## src/rtl/sb_pkg.sv

```systemverilog
// Shared types and constants for the USB4 sideband frame deserializer.
package sb_pkg;

    typedef enum logic [1:0] {
        IDLE = 2'd0,
        DATA = 2'd1,
        STOP = 2'd2
    } sb_state_e;

    localparam logic SB_START_BIT     = 1'b0;
    localparam logic SB_STOP_BIT      = 1'b1;
    localparam int   SB_DEFAULT_WIDTH = 8;

endpackage

```

## src/rtl/sb_frame_deserializer_if.sv

```systemverilog
// Serial-in / parallel-out bundle between the sideband line receiver and the transaction decoder.
interface sb_frame_deserializer_if
    import sb_pkg::*;
#(
    parameter int DATA_WIDTH = SB_DEFAULT_WIDTH
);
    logic                  enable;
    logic                  bit_valid;
    logic                  in_bit;
    logic [DATA_WIDTH-1:0] parallel_data;
    logic                  data_valid;
    logic                  framing_error;
    logic                  busy;

    modport master (
        output enable, bit_valid, in_bit,
        input  parallel_data, data_valid, framing_error, busy
    );

    modport slave (
        input  enable, bit_valid, in_bit,
        output parallel_data, data_valid, framing_error, busy
    );
endinterface

```

## src/rtl/sb_shift_reg.sv

```systemverilog
// Serial shift register plus the holding word presented as parallel_data.
// load captures the post-shift value, so a shift and a load in one cycle include the current bit.
module sb_shift_reg
    import sb_pkg::*;
#(
    parameter int DATA_WIDTH = SB_DEFAULT_WIDTH,
    parameter bit LSB_FIRST  = 1'b1
) (
    input  logic                  clk,
    input  logic                  rst,
    input  logic                  shift_en,
    input  logic                  load,
    input  logic                  clear,
    input  logic                  in_bit,
    output logic [DATA_WIDTH-1:0] word
);
    logic [DATA_WIDTH-1:0] shift_reg;
    logic [DATA_WIDTH-1:0] shift_next;
    logic [DATA_WIDTH-1:0] shifted;
    logic [DATA_WIDTH-1:0] word_reg;

    // LSB-first enters at the MSB so the first bit ends up in bit 0 after DATA_WIDTH shifts.
    if (LSB_FIRST) begin : g_lsb_first
        assign shifted = {in_bit, shift_reg[DATA_WIDTH-1:1]};
    end else begin : g_msb_first
        assign shifted = {shift_reg[DATA_WIDTH-2:0], in_bit};
    end

    always_comb begin
        shift_next = shift_reg;
        if (shift_en) begin
            shift_next = shifted;
        end
    end

    always_ff @(posedge clk or negedge rst) begin
        if (!rst) begin
            shift_reg <= '0;
            word_reg  <= '0;
        end else begin
            if (clear) begin
                shift_reg <= '0;
            end else begin
                shift_reg <= shift_next;
            end
            if (load) begin
                word_reg <= shift_next;
            end
        end
    end

    assign word = word_reg;
endmodule

```

## src/rtl/sb_frame_deserializer.sv

```systemverilog
// Sideband serial-to-parallel deserializer: start/data/stop framing or free-running word slicing.
module sb_frame_deserializer
    import sb_pkg::*;
#(
    parameter int DATA_WIDTH = SB_DEFAULT_WIDTH,
    parameter bit LSB_FIRST  = 1'b1,
    parameter bit FRAMED     = 1'b1
) (
    input  logic                    clk,
    input  logic                    rst,
    sb_frame_deserializer_if.slave  bus
);
    localparam int             CW       = $clog2(DATA_WIDTH);
    localparam logic [CW-1:0]  CNT_LAST = CW'(DATA_WIDTH - 1);

    sb_state_e             state_reg;
    logic [CW-1:0]         cnt_reg;
    logic                  data_valid_reg;
    logic                  framing_error_reg;
    logic                  busy_reg;
    logic                  qualified;
    logic                  cnt_last;
    logic                  shift_en;
    logic                  load;
    logic                  clear;
    logic [DATA_WIDTH-1:0] word;

    assign qualified = bus.enable & bus.bit_valid;
    assign cnt_last  = (cnt_reg == CNT_LAST);

    always_comb begin
        shift_en = 1'b0;
        load     = 1'b0;
        clear    = 1'b0;
        if (FRAMED) begin
            if (qualified) begin
                case (state_reg)
                    IDLE:    clear    = (bus.in_bit == SB_START_BIT);
                    DATA:    shift_en = 1'b1;
                    STOP:    load     = (bus.in_bit == SB_STOP_BIT);
                    default: clear    = 1'b0;
                endcase
            end
        end else begin
            shift_en = qualified;
            load     = qualified & cnt_last;
        end
    end

    always_ff @(posedge clk or negedge rst) begin
        if (!rst) begin
            state_reg         <= IDLE;
            cnt_reg           <= '0;
            data_valid_reg    <= 1'b0;
            framing_error_reg <= 1'b0;
            busy_reg          <= 1'b0;
        end else begin
            data_valid_reg    <= 1'b0;
            framing_error_reg <= 1'b0;
            if (!bus.enable) begin
                state_reg <= IDLE;
                cnt_reg   <= '0;
                busy_reg  <= 1'b0;
            end else if (bus.bit_valid) begin
                if (FRAMED) begin
                    case (state_reg)
                        IDLE: begin
                            if (bus.in_bit == SB_START_BIT) begin
                                state_reg <= DATA;
                                cnt_reg   <= '0;
                                busy_reg  <= 1'b1;
                            end
                        end
                        DATA: begin
                            if (cnt_last) begin
                                state_reg <= STOP;
                                cnt_reg   <= '0;
                            end else begin
                                cnt_reg <= cnt_reg + 1'b1;
                            end
                        end
                        STOP: begin
                            // A bad stop bit is consumed here; it never doubles as the next start bit.
                            state_reg <= IDLE;
                            busy_reg  <= 1'b0;
                            if (bus.in_bit == SB_STOP_BIT) begin
                                data_valid_reg <= 1'b1;
                            end else begin
                                framing_error_reg <= 1'b1;
                            end
                        end
                        default: begin
                            state_reg <= IDLE;
                            cnt_reg   <= '0;
                            busy_reg  <= 1'b0;
                        end
                    endcase
                end else begin
                    data_valid_reg <= cnt_last;
                    cnt_reg        <= cnt_last ? '0 : cnt_reg + 1'b1;
                end
            end
        end
    end

    sb_shift_reg #(
        .DATA_WIDTH (DATA_WIDTH),
        .LSB_FIRST  (LSB_FIRST)
    ) u_shift_reg (
        .clk      (clk),
        .rst      (rst),
        .shift_en (shift_en),
        .load     (load),
        .clear    (clear),
        .in_bit   (bus.in_bit),
        .word     (word)
    );

    assign bus.parallel_data = word;
    assign bus.data_valid    = data_valid_reg;
    assign bus.framing_error = framing_error_reg;
    // Free-running mode has no frame state; it is busy whenever it is listening.
    assign bus.busy          = FRAMED ? busy_reg : (bus.enable & rst);
endmodule

```

## src/flat_wrapper.sv

```systemverilog
// flat-port wrapper written by rule: the top's interface ports become plain ports
module sb_frame_deserializer_flat import sb_pkg::*;
#(
    parameter int DATA_WIDTH = SB_DEFAULT_WIDTH,
    parameter bit LSB_FIRST  = 1'b1,
    parameter bit FRAMED     = 1'b1
)
  (clk, rst, bus_enable, bus_bit_valid, bus_in_bit, bus_parallel_data, bus_data_valid, bus_framing_error, bus_busy);
  sb_frame_deserializer_if #(.DATA_WIDTH(DATA_WIDTH)) bus_i ();
  input  logic clk;
  input  logic rst;
  input wire logic [$bits(bus_i.enable)-1:0] bus_enable;
  input wire logic [$bits(bus_i.bit_valid)-1:0] bus_bit_valid;
  input wire logic [$bits(bus_i.in_bit)-1:0] bus_in_bit;
  output wire logic [$bits(bus_i.parallel_data)-1:0] bus_parallel_data;
  output wire logic [$bits(bus_i.data_valid)-1:0] bus_data_valid;
  output wire logic [$bits(bus_i.framing_error)-1:0] bus_framing_error;
  output wire logic [$bits(bus_i.busy)-1:0] bus_busy;
  assign bus_i.enable = bus_enable;
  assign bus_i.bit_valid = bus_bit_valid;
  assign bus_i.in_bit = bus_in_bit;
  assign bus_parallel_data = bus_i.parallel_data;
  assign bus_data_valid = bus_i.data_valid;
  assign bus_framing_error = bus_i.framing_error;
  assign bus_busy = bus_i.busy;
  sb_frame_deserializer #(.DATA_WIDTH(DATA_WIDTH), .LSB_FIRST(LSB_FIRST), .FRAMED(FRAMED)) u_core (.clk(clk), .rst(rst), .bus(bus_i));
endmodule
```

## config.mk

```make
export PLATFORM = sky130hd
export DESIGN_NAME = sb_frame_deserializer_flat
export DESIGN_NICKNAME = d
export VERILOG_FILES = /design/src/rtl/sb_pkg.sv /design/src/rtl/sb_frame_deserializer_if.sv /design/src/rtl/sb_shift_reg.sv /design/src/rtl/sb_frame_deserializer.sv /design/src/flat_wrapper.sv
export SDC_FILE = /design/constraint.sdc
export NUM_CORES = 1
export LEC_CHECK = 0
export CAP_MARGIN = 10
export CORE_UTILIZATION = 40
export DETAILED_ROUTE_END_ITERATION = 10
export GPL_TIMING_DRIVEN = 0
export PLACE_DENSITY = 0.61
export SKIP_CTS_REPAIR_TIMING = 1
export SLEW_MARGIN = 25
export SYNTH_ARGS = -nofsm -noshare
export SYNTH_HDL_FRONTEND = slang
export SYNTH_SLANG_ARGS = --single-unit
```

## constraint.sdc

```tcl
create_clock -name clk -period 1.1 [get_ports clk]
set_input_delay 0.22 -clock clk [delete_from_list [all_inputs] [get_ports clk]]
set_output_delay 0.22 -clock clk [all_outputs]
set_load 0.005 [all_outputs]
```

* After elaboration in Yosys (flattened, before gate mapping)
Index checks and enable logic that the tools add are counted.
Word-level totals: logic and storage cells 52, register bits after elaboration 24, output and inout bits 11
Cells by class: bitwise gates (word level) 2, add/sub/neg operators 1, multiplexer cells 30, reductions and logical operators 4, equal/unequal tests 8
Operator list (count):
- 1-bit two-way mux | 17
- 8-bit two-way mux | 2
- 3-bit two-way mux | 4
- 3-bit one-hot mux with 3 select lines | 1
- 3-bit AND reduction | 3
- 2-bit two-way mux | 4
- 2-bit != test, second input constant | 2
- 2-bit one-hot mux with 2 select lines | 1
- 3-bit by 1-bit adder with 3-bit output, second input constant | 1
- 3-bit equality test, second input constant | 1
- 3-bit by 2-bit != test with 1-bit output, second input constant | 1
- 3-bit != test, second input constant | 1
- 2-bit by 1-bit equality test with 1-bit output, second input constant | 1
- 2-bit equality test, second input constant | 1
- 2-bit zero test | 1
- 2-bit by 1-bit != test with 1-bit output, second input constant | 1
- 1-bit one-hot mux with 2 select lines | 1
- 1-bit bitwise AND | 1
- 1-bit inverter | 1

* Longest topological paths before layout
Gate-level depths: netlist (run 1).
word-level depth 5, depth in mapped cells 5, mapped depth without buffers 5

* By module
A second synthesis (run 1) with hierarchy kept.
Unflattened totals: cell total of the unflattened synthesis 96, area, all modules 1042.2 um^2
By module, submodules not included:
- sb_shift_reg | times used 1, cells each 52, area each 611.8 um^2
- sb_frame_deserializer | times used 1, cells each 44, area each 430.4 um^2

* Worst setup path before layout (run 1)
No wires, ideal clock.
kind reg2reg, start register u_core.state_reg[0], end register u_core.u_shift_reg.shift_reg[0], setup time 0.135 ns, path slack -0.104 ns, required time 0.965 ns, arrival time 1.069 ns, period minus slack after synthesis 1.204 ns, stages on the path, launching flop included 5, buffers on the path 1, path through dfrtp_1 > buf_6 > nor3b_4 > nor3b_4 > a21oi_1
Between the ends: word-level cells in the longest chain between the ends 5
RTL lines:
- start: declaration | RTL line sb_frame_deserializer.sv:16 | sb_state_e state_reg;
- start signal: assignment | RTL line sb_frame_deserializer.sv:52 | state_reg <= IDLE;
- start signal: assignment | RTL line sb_frame_deserializer.sv:61 | state_reg <= IDLE;
- start signal: assignment | RTL line sb_frame_deserializer.sv:69 | state_reg <= DATA;
- 2-bit by 1-bit equality test with 1-bit output | RTL line sb_frame_deserializer.sv:37 | case (state_reg)
- 1-bit two-way mux | RTL line sb_frame_deserializer.sv:37
- 1-bit two-way mux | RTL line sb_frame_deserializer.sv:36 | if (qualified) begin
- 8-bit two-way mux | RTL line sb_shift_reg.sv:31 | if (shift_en) begin
- 8-bit two-way mux (*) | RTL line sb_shift_reg.sv:41 | if (clear) begin
- end signal: assignment | RTL line sb_shift_reg.sv:44 | shift_reg <= shift_next;
- end: declaration | RTL line sb_shift_reg.sv:17 | logic [DATA_WIDTH-1:0] shift_reg;
Mark *: on every way between the ends. The rest lies on a longest branch, timed or not. A chain may end at the register's enable or synchronous reset.

* Worst setup path in the final report (run 1)
start register u_core.state_reg[0], end register u_core.u_shift_reg.shift_reg[2]
Same word-level chain as after synthesis.

==> impl_metrics.json, run 1 <==
{
  "placementRows": 18,
  "hold_violations": 0,
  "cts_htree_levels": 1,
  "port-buffer-count": 13,
  "rr_startpoint": "u_core.state_reg[0]$_DFFE_PN0P_",
  "cts_made_buffers": 3,
  "timing.critical_path.to_type": "flop",
  "logic_depth_of_the_worst_register_to_register_path": 5,
  "regToRegEndpoint": "u_core.u_shift_reg.shift_reg[2]$_DFF_PN0_",
  "holdCritStartpoint": "bus_bit_valid",
  "via_count_of_the_first_global_routing_pass": 661,
  "synthesis.area_per_instance_um2": 11.1,
  "dr.pass1.iters": 4,
  "syn_inst": 96,
  "synth_cell_type_count": 24,
  "tritoncts": "done",
  "reg2reg_setup_slack_ps": -160,
  "global_route_wire_length_before_repair_um": 2860,
  "tightestPinTransition_ps": 532,
  "grt_setup_unrepaired": "true",
  "total_number_of_nets_in_the_final_design": 137,
  "place.detailed.hpwl_um": 1200,
  "power.ir.vdd_worst_v": 0.000855,
  "largest_net_degree_at_the_start_of_global_routing": 25,
  "min_delay_path_depth": 2,
  "horizontal_die_dimension_um": 53.7,
  "starting_utilization_of_the_core_area": 0.428,
  "grt.total_usage": 0.143,
  "timing.hold.worst_endpoint": "u_core.bus.busy$_DFFE_PN0P_",
  "synth_warnings": 0,
  "yosysSeqAreaShare": 0.561,
  "design.die.area_um2": 2890,
  "ctsLongestPathBuffers": 2,
  "post_drt_via_cell_ratio": 5.16,
  "setup_violations": 22,
  "max_slew_margin": 0.645,
  "final-max-slew-violation-count": 0,
  "synth.net_count": 103,
  "fin_worst_hold_slack_ps": 137,
  "clk_pin_slew_worst_paths_ps": 130,
  "dieHeight_um": 53.7,
  "standard_cell_area_after_detailed_placement_um2": 1240,
  "totalWireLength_um": 2130,
  "max_cap_viol_count": 0,
  "gpl.final_weighted_congestion": 0.731,
  "power_leakage_uw": 0.000774,
  "antenna_violations_before_repair": 0,
  "globalRouteOverflowTotal": 0,
  "fp.coreArea_um2": 2500,
  "arrival_time_at_the_worst_endpoint_ps": 1470,
  "cp_max_fo": 7,
  "drt_first_iter_violations": 10,
  "worst_setup_skew_after_layout_ps": 4.77,
  "fin_total_pwr_uw": 1760,
  "finalCritPeriodShare": 1.15,
  "remaining_drc_errors": 0,
  "violations": "setup timing",
  "worstHoldPathType": "input port to flop",
  "setup.worst_path.class": "flop to flop",
  "mappedNetlistArea_um2": 1070,
  "fin_area_um2": 1450,
  "wl_per_cell_um": 13.4,
  "design.portCount": 16,
  "cts_num_sinks": 24,
  "antennaDiodeCount": 0,
  "dr_total_vias": 820,
  "area.growth.synth_to_final_pct": 35.1,
  "clk_latency_ps": 310,
  "place_worst_setup_slack_ps": -525,
  "drtAntennaViolNets": 0,
  "critical_path_required_ps": 1310,
  "critical_path.startpoint_type": "flop",
  "post-route-worst-setup-slack_ps": -162,
  "clock_tree.root_cell": "sky130_fd_sc_hd__clkbuf_4",
  "run_status": "finished with violations",
  "synth_seq_cells": 24,
  "drive_gt1_frac": 0.419,
  "clock.fmax_mhz": 792,
  "pwr_cell_area_nw_per_um2": 1220,
  "final_period_minus_worst_setup_slack_ps": 1260,
  "totalNegativeSetupSlack_ps": -2210
}
==> cell families after synthesis <==
kind of cell	Yosys count	share of synthesized area
muxes	8	0.0749
AOI/OAI and AO/OA	16	0.0936
adders and majority gates	2	0.0234
DFF	24	0.561
and+or+nand+nor	29	0.161
buffers and inverters	17	0.0854
==> worst max path at each step <==
stage | startpoint | endpoint | slack (ps) | depth (start not counted)
final | u_core.state_reg[0]$_DFFE_PN0P_ | u_core.u_shift_reg.shift_reg[2]$_DFF_PN0_ | -160 | 5
after global routing | u_core.state_reg[0]$_DFFE_PN0P_ | u_core.u_shift_reg.shift_reg[2]$_DFF_PN0_ | -230 | 5
after CTS | u_core.bus.busy$_DFFE_PN0P_ | bus_busy | -330 | 1
after detailed placement | bus_in_bit | u_core.u_shift_reg.shift_reg[6]$_DFF_PN0_ | -530 | 4
after global placement | bus_in_bit | u_core.u_shift_reg.shift_reg[6]$_DFF_PN0_ | -520 | 4
after floorplan | u_core.state_reg[0]$_DFFE_PN0P_ | u_core.u_shift_reg.shift_reg[0]$_DFF_PN0_ | -90 | 4
==> synthesized netlist by cell type <==
master,number,area share
sky130_fd_sc_hd__dfrtp_1,24,0.56
sky130_fd_sc_hd__nand2_1,17,0.060
sky130_fd_sc_hd__inv_1,11,0.039
sky130_fd_sc_hd__a21oi_1,10,0.047
sky130_fd_sc_hd__mux2i_1,8,0.075
sky130_fd_sc_hd__buf_4,3,0.021
sky130_fd_sc_hd__a32o_1,2,0.019
sky130_fd_sc_hd__buf_6,2,0.021
sky130_fd_sc_hd__ha_1,2,0.023
sky130_fd_sc_hd__nor2_1,2,0.0070
sky130_fd_sc_hd__nor3b_4,2,0.035
sky130_fd_sc_hd__a211oi_1,1,0.0070
sky130_fd_sc_hd__a31o_2,1,0.0082
sky130_fd_sc_hd__and3_1,1,0.0059
sky130_fd_sc_hd__and4b_1,1,0.0094
sky130_fd_sc_hd__buf_2,1,0.0047
sky130_fd_sc_hd__nand2b_1,1,0.0059
sky130_fd_sc_hd__nand4_1,1,0.0059
sky130_fd_sc_hd__nand4b_1,1,0.0082
sky130_fd_sc_hd__nand4b_2,1,0.014
sky130_fd_sc_hd__nor2b_1,1,0.0059
sky130_fd_sc_hd__nor3_1,1,0.0047
sky130_fd_sc_hd__o21ai_0,1,0.0047
sky130_fd_sc_hd__o32ai_1,1,0.0082
==> final cells by class <==
cell class	instances	area (um2)
plain buffers	6	61.3
clock buffers	3	22.5
clock inverters	1	30.0
fillers	224	1050
inverters	11	41.3
multi-input cells	56	450
flip-flops and latches	24	601
well taps	30	37.5
repair buffers	28	201
==> per-layer routing <==
metal,vias to the layer above,GRT usage,share of wire
li1,394,-,-
met2,14,0.226,0.48
met4,0,0.0789,0.011
met3,4,0.0452,0.033
met5,-,0,0
met1,408,0.171,0.48
==> critical path: stages, from the launching register on <==
cell                      delay [ps]
sky130_fd_sc_hd__dfrtp_1         390
sky130_fd_sc_hd__buf_6           130
sky130_fd_sc_hd__nor3b_4         200
sky130_fd_sc_hd__nor3b_4         230
sky130_fd_sc_hd__buf_6           160
sky130_fd_sc_hd__a21oi_1          50
==> cells in the final DEF (no fill, tap or decap), types with 2 or more instances in the layout <==
cell                       Yosys  layout
sky130_fd_sc_hd__mux2i_1       8       8
sky130_fd_sc_hd__buf_4         3       8
sky130_fd_sc_hd__nand2_1      17      16
sky130_fd_sc_hd__buf_2         1       3
sky130_fd_sc_hd__nor3b_4       2       2
sky130_fd_sc_hd__dfrtp_1      24      24
sky130_fd_sc_hd__clkbuf_4      0       3
sky130_fd_sc_hd__a21oi_1      10       5
sky130_fd_sc_hd__buf_6         2      10
sky130_fd_sc_hd__inv_1        11      10
sky130_fd_sc_hd__ha_2          0       2
sky130_fd_sc_hd__a32o_1        2       2
sky130_fd_sc_hd__clkbuf_2      0      11
sky130_fd_sc_hd__a21oi_2       0       5
==> stage by stage <==
stage / instances / util
2_1_floorplan: 96 / -
3_3_place_gp: 139 / 0.498
3_5_place_dp: 139 / 0.496
4_1_cts: 143 / 0.518
5_1_grt: 159 / 0.578
6_report: 159 / 0.578
==> power by group <==
group / switching [uW] / internal [uW] / total, uW / leakage, uW
combinational: 113 / 98.9 / 212 / 0.000455
sequential: 14.3 / 907 / 921 / 0.000291
clock: 261 / 368 / 629 / 0.0000279
total: 388 / 1370 / 1760 / 0.000774
No activity file was read; power rests on OpenSTA's default activity.
==> inputs of run 2 (changes only) <==
- CTS_BUF_LIST: default -> sky130_fd_sc_hd__clkbuf_4 sky130_fd_sc_hd__clkbuf_8
- SKIP_CTS_REPAIR_TIMING: 1 -> default
==> run 2 against run 1 <==
The flow still finishes with violations (setup timing). Global-route usage increased by 1.3 points. Sequential power about the same. Final cell count decreased by 2.5%. Core utilization decreased by 1.8 points. Final area decreased by 3.1%. Sequential cell count unchanged. Routed wire length decreased by 7.0%. Hold slack about the same. Die area unchanged. Register-to-register slack improved by 60 ps. Critical path type unchanged. Largest power group unchanged.
==> impl_metrics.json, run 2 (synthesis results as in run 1) <==
{
  "run_status": "finished with violations",
  "violations": "setup timing",
  "max_slew_margin": 0.638,
  "total_number_of_nets_in_the_final_design": 133,
  "layout.area.seq_um2": 601,
  "area.growth.synth_to_final_pct": 30.9,
  "drive_gt1_frac": 0.368,
  "clk_latency_ps": 300,
  "antennaDiodeCount": 0,
  "starting_utilization_of_the_core_area": 0.428,
  "horizontal_die_dimension_um": 53.7,
  "power.ir.vdd_worst_v": 0.000883,
  "cts_num_sinks": 24,
  "setup.worst_path.class": "flop to flop",
  "setup_violations": 21,
  "layout_commonest_cell": "sky130_fd_sc_hd__dfrtp_1",
  "worst_setup_skew_after_layout_ps": 1.23,
  "placementRows": 18,
  "via_count_of_the_first_global_routing_pass": 729,
  "grt_setup_unrepaired": "true",
  "hold_violations": 0,
  "place_worst_setup_slack_ps": -525,
  "timing.critical_path.to_type": "flop",
  "largest_net_degree_at_the_start_of_global_routing": 25,
  "dieHeight_um": 53.7,
  "cts_htree_levels": 1,
  "drtAntennaViolNets": 0,
  "global_route_wire_length_before_repair_um": 3150,
  "clock.fmax_mhz": 829,
  "rr_startpoint": "u_core.state_reg[0]$_DFFE_PN0P_",
  "max_cap_viol_count": 0,
  "final_period_minus_worst_setup_slack_ps": 1210,
  "ctsLongestPathBuffers": 2,
  "cp_max_fo": 8,
  "antenna_violations_before_repair": 0,
  "design.die.area_um2": 2890,
  "post-route-worst-setup-slack_ps": -106,
  "tightestPinTransition_ps": 543,
  "globalRouteOverflowTotal": 0,
  "drt_first_iter_violations": 20,
  "totalWireLength_um": 1980,
  "port-buffer-count": 13,
  "fp.coreArea_um2": 2500,
  "dr.pass1.iters": 4,
  "arrival_time_at_the_worst_endpoint_ps": 1410,
  "startpoint": "u_core.state_reg[0]$_DFFE_PN0P_",
  "dr_total_vias": 807,
  "worstHoldPathType": "input port to flop",
  "finalCritPeriodShare": 1.10,
  "totalNegativeSetupSlack_ps": -1520,
  "critical_path_required_ps": 1310,
  "filler_cell_count": 217,
  "place.detailed.hpwl_um": 1200,
  "reg2reg_setup_slack_ps": -110,
  "design.portCount": 16,
  "clock_tree.root_cell": "sky130_fd_sc_hd__clkbuf_4",
  "layout_common_cells": "sky130_fd_sc_hd__dfrtp_1, sky130_fd_sc_hd__nand2_1, sky130_fd_sc_hd__buf_2",
  "multi_input_area_um2": 444,
  "post_drt_via_cell_ratio": 5.21,
  "cts_made_buffers": 3,
  "final-max-slew-violation-count": 0,
  "power_leakage_uw": 0.000741,
  "critical_path.startpoint_type": "flop",
  "wl_per_cell_um": 12.8,
  "gpl.final_weighted_congestion": 0.731,
  "remaining_drc_errors": 0,
  "grt.total_usage": 0.156,
  "tritoncts": "done",
  "holdCritStartpoint": "bus_bit_valid",
  "pwr_cell_area_nw_per_um2": 1240,
  "clk_pin_slew_worst_paths_ps": 130
}
run 2: final timing paths:
path,to,depth (start not counted)
worst min register to register,u_core.u_shift_reg.word[5]$_DFFE_PN0P_,2
worst max-delay path,u_core.u_shift_reg.shift_reg[4]$_DFF_PN0_,5
min in group asynchronous,u_core.u_shift_reg.word[0]$_DFFE_PN0P_,2
worst max register to register,u_core.u_shift_reg.shift_reg[4]$_DFF_PN0_,5
max in group asynchronous,u_core.u_shift_reg.word[1]$_DFFE_PN0P_,2
worst min-delay path,u_core.state_reg[0]$_DFFE_PN0P_,2
run 2: metal layers:
metal | GRT usage | vias up | wire length, um
li1 | - | 387 | -
met1 | 0.205 | 408 | 962
met2 | 0.245 | 10 | 940
met5 | 0 | - | 0
met4 | 0.0658 | 0 | 12
met3 | 0.0339 | 2 | 68
run 2: report_power, final:
group / internal, uW / total (uW) / switching (uW) / leakage, uW
registers: 907 / 920 / 12.9 / 0.000291
logic: 94.6 / 202 / 108 / 0.000422
clock network: 368 / 620 / 252 / 0.0000279
total: 1370 / 1740 / 373 / 0.000741
run 2: worst max-delay path: stages, from the launching register on:
cell,delay [ps]
sky130_fd_sc_hd__dfrtp_1,390
sky130_fd_sc_hd__buf_6,130
sky130_fd_sc_hd__nor3b_4,180
sky130_fd_sc_hd__nor3b_4,210
sky130_fd_sc_hd__buf_6,160
sky130_fd_sc_hd__a21oi_1,50
run 2: repair_timing:
item / in CTS / in global routing
endpoints found under the setup margin: 32 / 27
cloned: 2 / 0
pin swaps: 7 / 1
hold endpoints to repair: 24 / 0
buffers inserted: 8 / 1
hold buffers: 1 / 0
gates resized for setup: 52 / 3
run 2: final cells by class:
type                    count  share of cell area
clock inverters             1              0.0214
flip-flops and latches     24               0.429
multi-input cells          56               0.317
clock buffers               3              0.0161
repair buffers             24               0.116
inverters                  11              0.0295
plain buffers               6              0.0438
well taps                  30              0.0268
run 2: stage by stage:
step | instances | power [uW] | utilization | hold slack (ps) | instance area [um2]
after floorplan | 96 | 1030 | - | -75.6 | 1080
after global placement | 139 | 1080 | 0.498 | 436 | 1250
after detailed placement | 139 | 1080 | 0.496 | 235 | 1240
after CTS | 154 | 1770 | 0.553 | 121 | 1380
after global routing | 155 | 1830 | 0.560 | 120 | 1400
final | 155 | 1740 | 0.560 | 137 | 1400
==> inputs of run 3 (changes only) <==
- CORE_MARGIN: default -> 1
- MAX_ROUTING_LAYER: default -> met4
==> run 3 against run 2 <==
The flow still finishes with violations (setup timing). Worst setup slack barely moved. Clock skew about the same. Critical path depth unchanged. Highest routed layer unchanged.
==> impl_metrics.json, run 3 (synthesis results as in run 1) <==
{
  "run_status": "finished with violations",
  "violations": "setup timing",
  "largest_net_degree_at_the_start_of_global_routing": 25,
  "totalWireLength_um": 1980,
  "final_period_minus_worst_setup_slack_ps": 1210,
  "layout_commonest_cell": "sky130_fd_sc_hd__dfrtp_1",
  "dr_total_vias": 805,
  "global_route_wire_length_before_repair_um": 3160,
  "wl_per_cell_um": 12.8,
  "setup.worst_path.class": "flop to flop",
  "design.die.area_um2": 2890,
  "clock.fmax_mhz": 829,
  "total_number_of_nets_in_the_final_design": 133,
  "timing.critical_path.to_type": "flop",
  "standard_cell_area_after_detailed_placement_um2": 1240,
  "critical_path_required_ps": 1310,
  "startpoint": "u_core.state_reg[0]$_DFFE_PN0P_",
  "clk_pin_slew_worst_paths_ps": 130,
  "power.sequential.fraction": 0.528,
  "netSwitchingFraction": 0.214,
  "max_stage_delay_ps": 390,
  "tritoncts": "done",
  "max_slew_margin": 0.638,
  "worstHoldPathType": "input port to flop",
  "setup.worst_path.end": "u_core.u_shift_reg.shift_reg[5]$_DFF_PN0_",
  "remaining_drc_errors": 0,
  "worst_setup_skew_after_layout_ps": 1.23,
  "rr_startpoint": "u_core.state_reg[0]$_DFFE_PN0P_",
  "tightestPinTransition_ps": 543,
  "grt.total_usage": 0.160,
  "crit_buf_inv": 2,
  "total_switching_power_uw": 373,
  "antennaDiodeCount": 0,
  "critical_path.startpoint_type": "flop",
  "share_comb_of_total_power": 0.116,
  "dieHeight_um": 53.7,
  "power_leakage_uw": 0.000741,
  "pwr_cell_area_nw_per_um2": 1240,
  "drt_first_iter_violations": 20,
  "via_count_of_the_first_global_routing_pass": 728,
  "cp_max_fo": 8,
  "holdCritStartpoint": "bus_bit_valid",
  "drtAntennaViolNets": 0,
  "reg2reg_setup_slack_ps": -110,
  "path_delay_family": "flip-flops",
  "clk_latency_ps": 300,
  "crit_path_top_delay_cell": "sky130_fd_sc_hd__dfrtp_1",
  "port-buffer-count": 13,
  "fin_total_pwr_uw": 1740,
  "final-max-slew-violation-count": 0,
  "design.portCount": 16,
  "area.growth.synth_to_final_pct": 30.9,
  "fp.coreArea_um2": 2500,
  "fin_area_um2": 1400,
  "cts_htree_levels": 1,
  "setup_violations": 21,
  "post_drt_via_cell_ratio": 5.19,
  "regToRegEndpoint": "u_core.u_shift_reg.shift_reg[5]$_DFF_PN0_",
  "final_core_util": 0.560,
  "horizontal_die_dimension_um": 53.7,
  "cp_cell_sequence": "buf_6 -> nor3b_4 -> nor3b_4 -> buf_6 -> a21oi_1",
  "layout_common_cells": "sky130_fd_sc_hd__dfrtp_1, sky130_fd_sc_hd__nand2_1, sky130_fd_sc_hd__buf_2",
  "grt_setup_unrepaired": "true",
  "placementRows": 18,
  "logic_depth_of_the_worst_register_to_register_path": 5,
  "arrival_time_at_the_worst_endpoint_ps": 1410,
  "cts_made_buffers": 3,
  "place.detailed.hpwl_um": 1200,
  "clock_tree.root_cell": "sky130_fd_sc_hd__clkbuf_4",
  "dr.pass1.iters": 4,
  "drive_gt1_frac": 0.368,
  "gpl.final_weighted_congestion": 0.740,
  "ctsLongestPathBuffers": 2,
  "antenna_violations_before_repair": 0,
  "hold_violations": 0,
  "post-route-worst-setup-slack_ps": -106,
  "power.clock.fraction": 0.356,
  "globalRouteOverflowTotal": 0,
  "max_cap_viol_count": 0,
  "power.ir.vdd_worst_v": 0.000883,
  "starting_utilization_of_the_core_area": 0.428,
  "p_int_uw": 1370,
  "path_depth": 5,
  "cts_num_sinks": 24,
  "finalCritPeriodShare": 1.10
}
-- run 3: cell counts in the layout (fill, tap and decap cells not counted) --
Identical to the previous run, type by type.
-- run 3: metal layers --
layer  track usage  up-vias  share of wire
met1         0.205      405           0.49
met4        0.0658        0         0.0066
met3        0.0339        2          0.034
li1              -      388              -
met5             -        -              0
met2         0.245       10           0.47
-- run 3: area by class of cell --
type                    instances  area (um2)
fillers                       217        1100
flip-flops and latches         24         601
multi-input cells              56         444
repair buffers                 24         163
plain buffers                   6        61.3
inverters                      11        41.3
well taps                      30        37.5
clock inverters                 1        30.0
clock buffers                   3        22.5
-- run 3: power by group through the flow --
| stage | clock network [uW] | logic (uW) | registers, uW |
|---|---|---|---|
| global route | 686 | 223 | 922 |
| finish | 620 | 203 | 920 |
| floorplan | 0 | 93.6 | 935 |
| detailed placement | 0 | 142 | 937 |
| CTS | 650 | 202 | 919 |
| global placement | 0 | 141 | 936 |
-- run 3: worst reg2reg max path, cell delays in order (launching register included) --
cell and delay [ps]:
sky130_fd_sc_hd__dfrtp_1 390, sky130_fd_sc_hd__buf_6 130, sky130_fd_sc_hd__nor3b_4 180, sky130_fd_sc_hd__nor3b_4 210
sky130_fd_sc_hd__buf_6 160, sky130_fd_sc_hd__a21oi_1 50
-- run 3: worst min-delay path by stage --
stage / endpoint / cells past startpoint
after CTS: u_core.state_reg[0]$_DFFE_PN0P_ / 2
after global routing: u_core.state_reg[0]$_DFFE_PN0P_ / 2
final: u_core.state_reg[0]$_DFFE_PN0P_ / 2
after global placement: u_core.bus.busy$_DFFE_PN0P_ / 2
after floorplan: u_core.bus.busy$_DFFE_PN0P_ / 0
after detailed placement: u_core.u_shift_reg.word[0]$_DFFE_PN0P_ / 1
-- run 3: repair_timing --
item	CTS	global route
pin swaps	7	1
resized for setup	52	3
endpoints found under the setup margin	32	27
hold buffers	1	0
endpoints found under the hold margin	24	0
cloned	2	0
setup buffers	8	1
-- run 3: stage by stage --
stage | std cells | TNS [ps] | hold slack, ps | worst slack (ps)
floorplan | 96 | -712 | -75.6 | -85.9
global placement | 139 | -18580 | 436 | -520
detailed placement | 139 | -8250 | 235 | -525
CTS | 154 | -1530 | 121 | -113
global route | 155 | -2960 | 120 | -172
finish | 155 | -1500 | 137 | -106
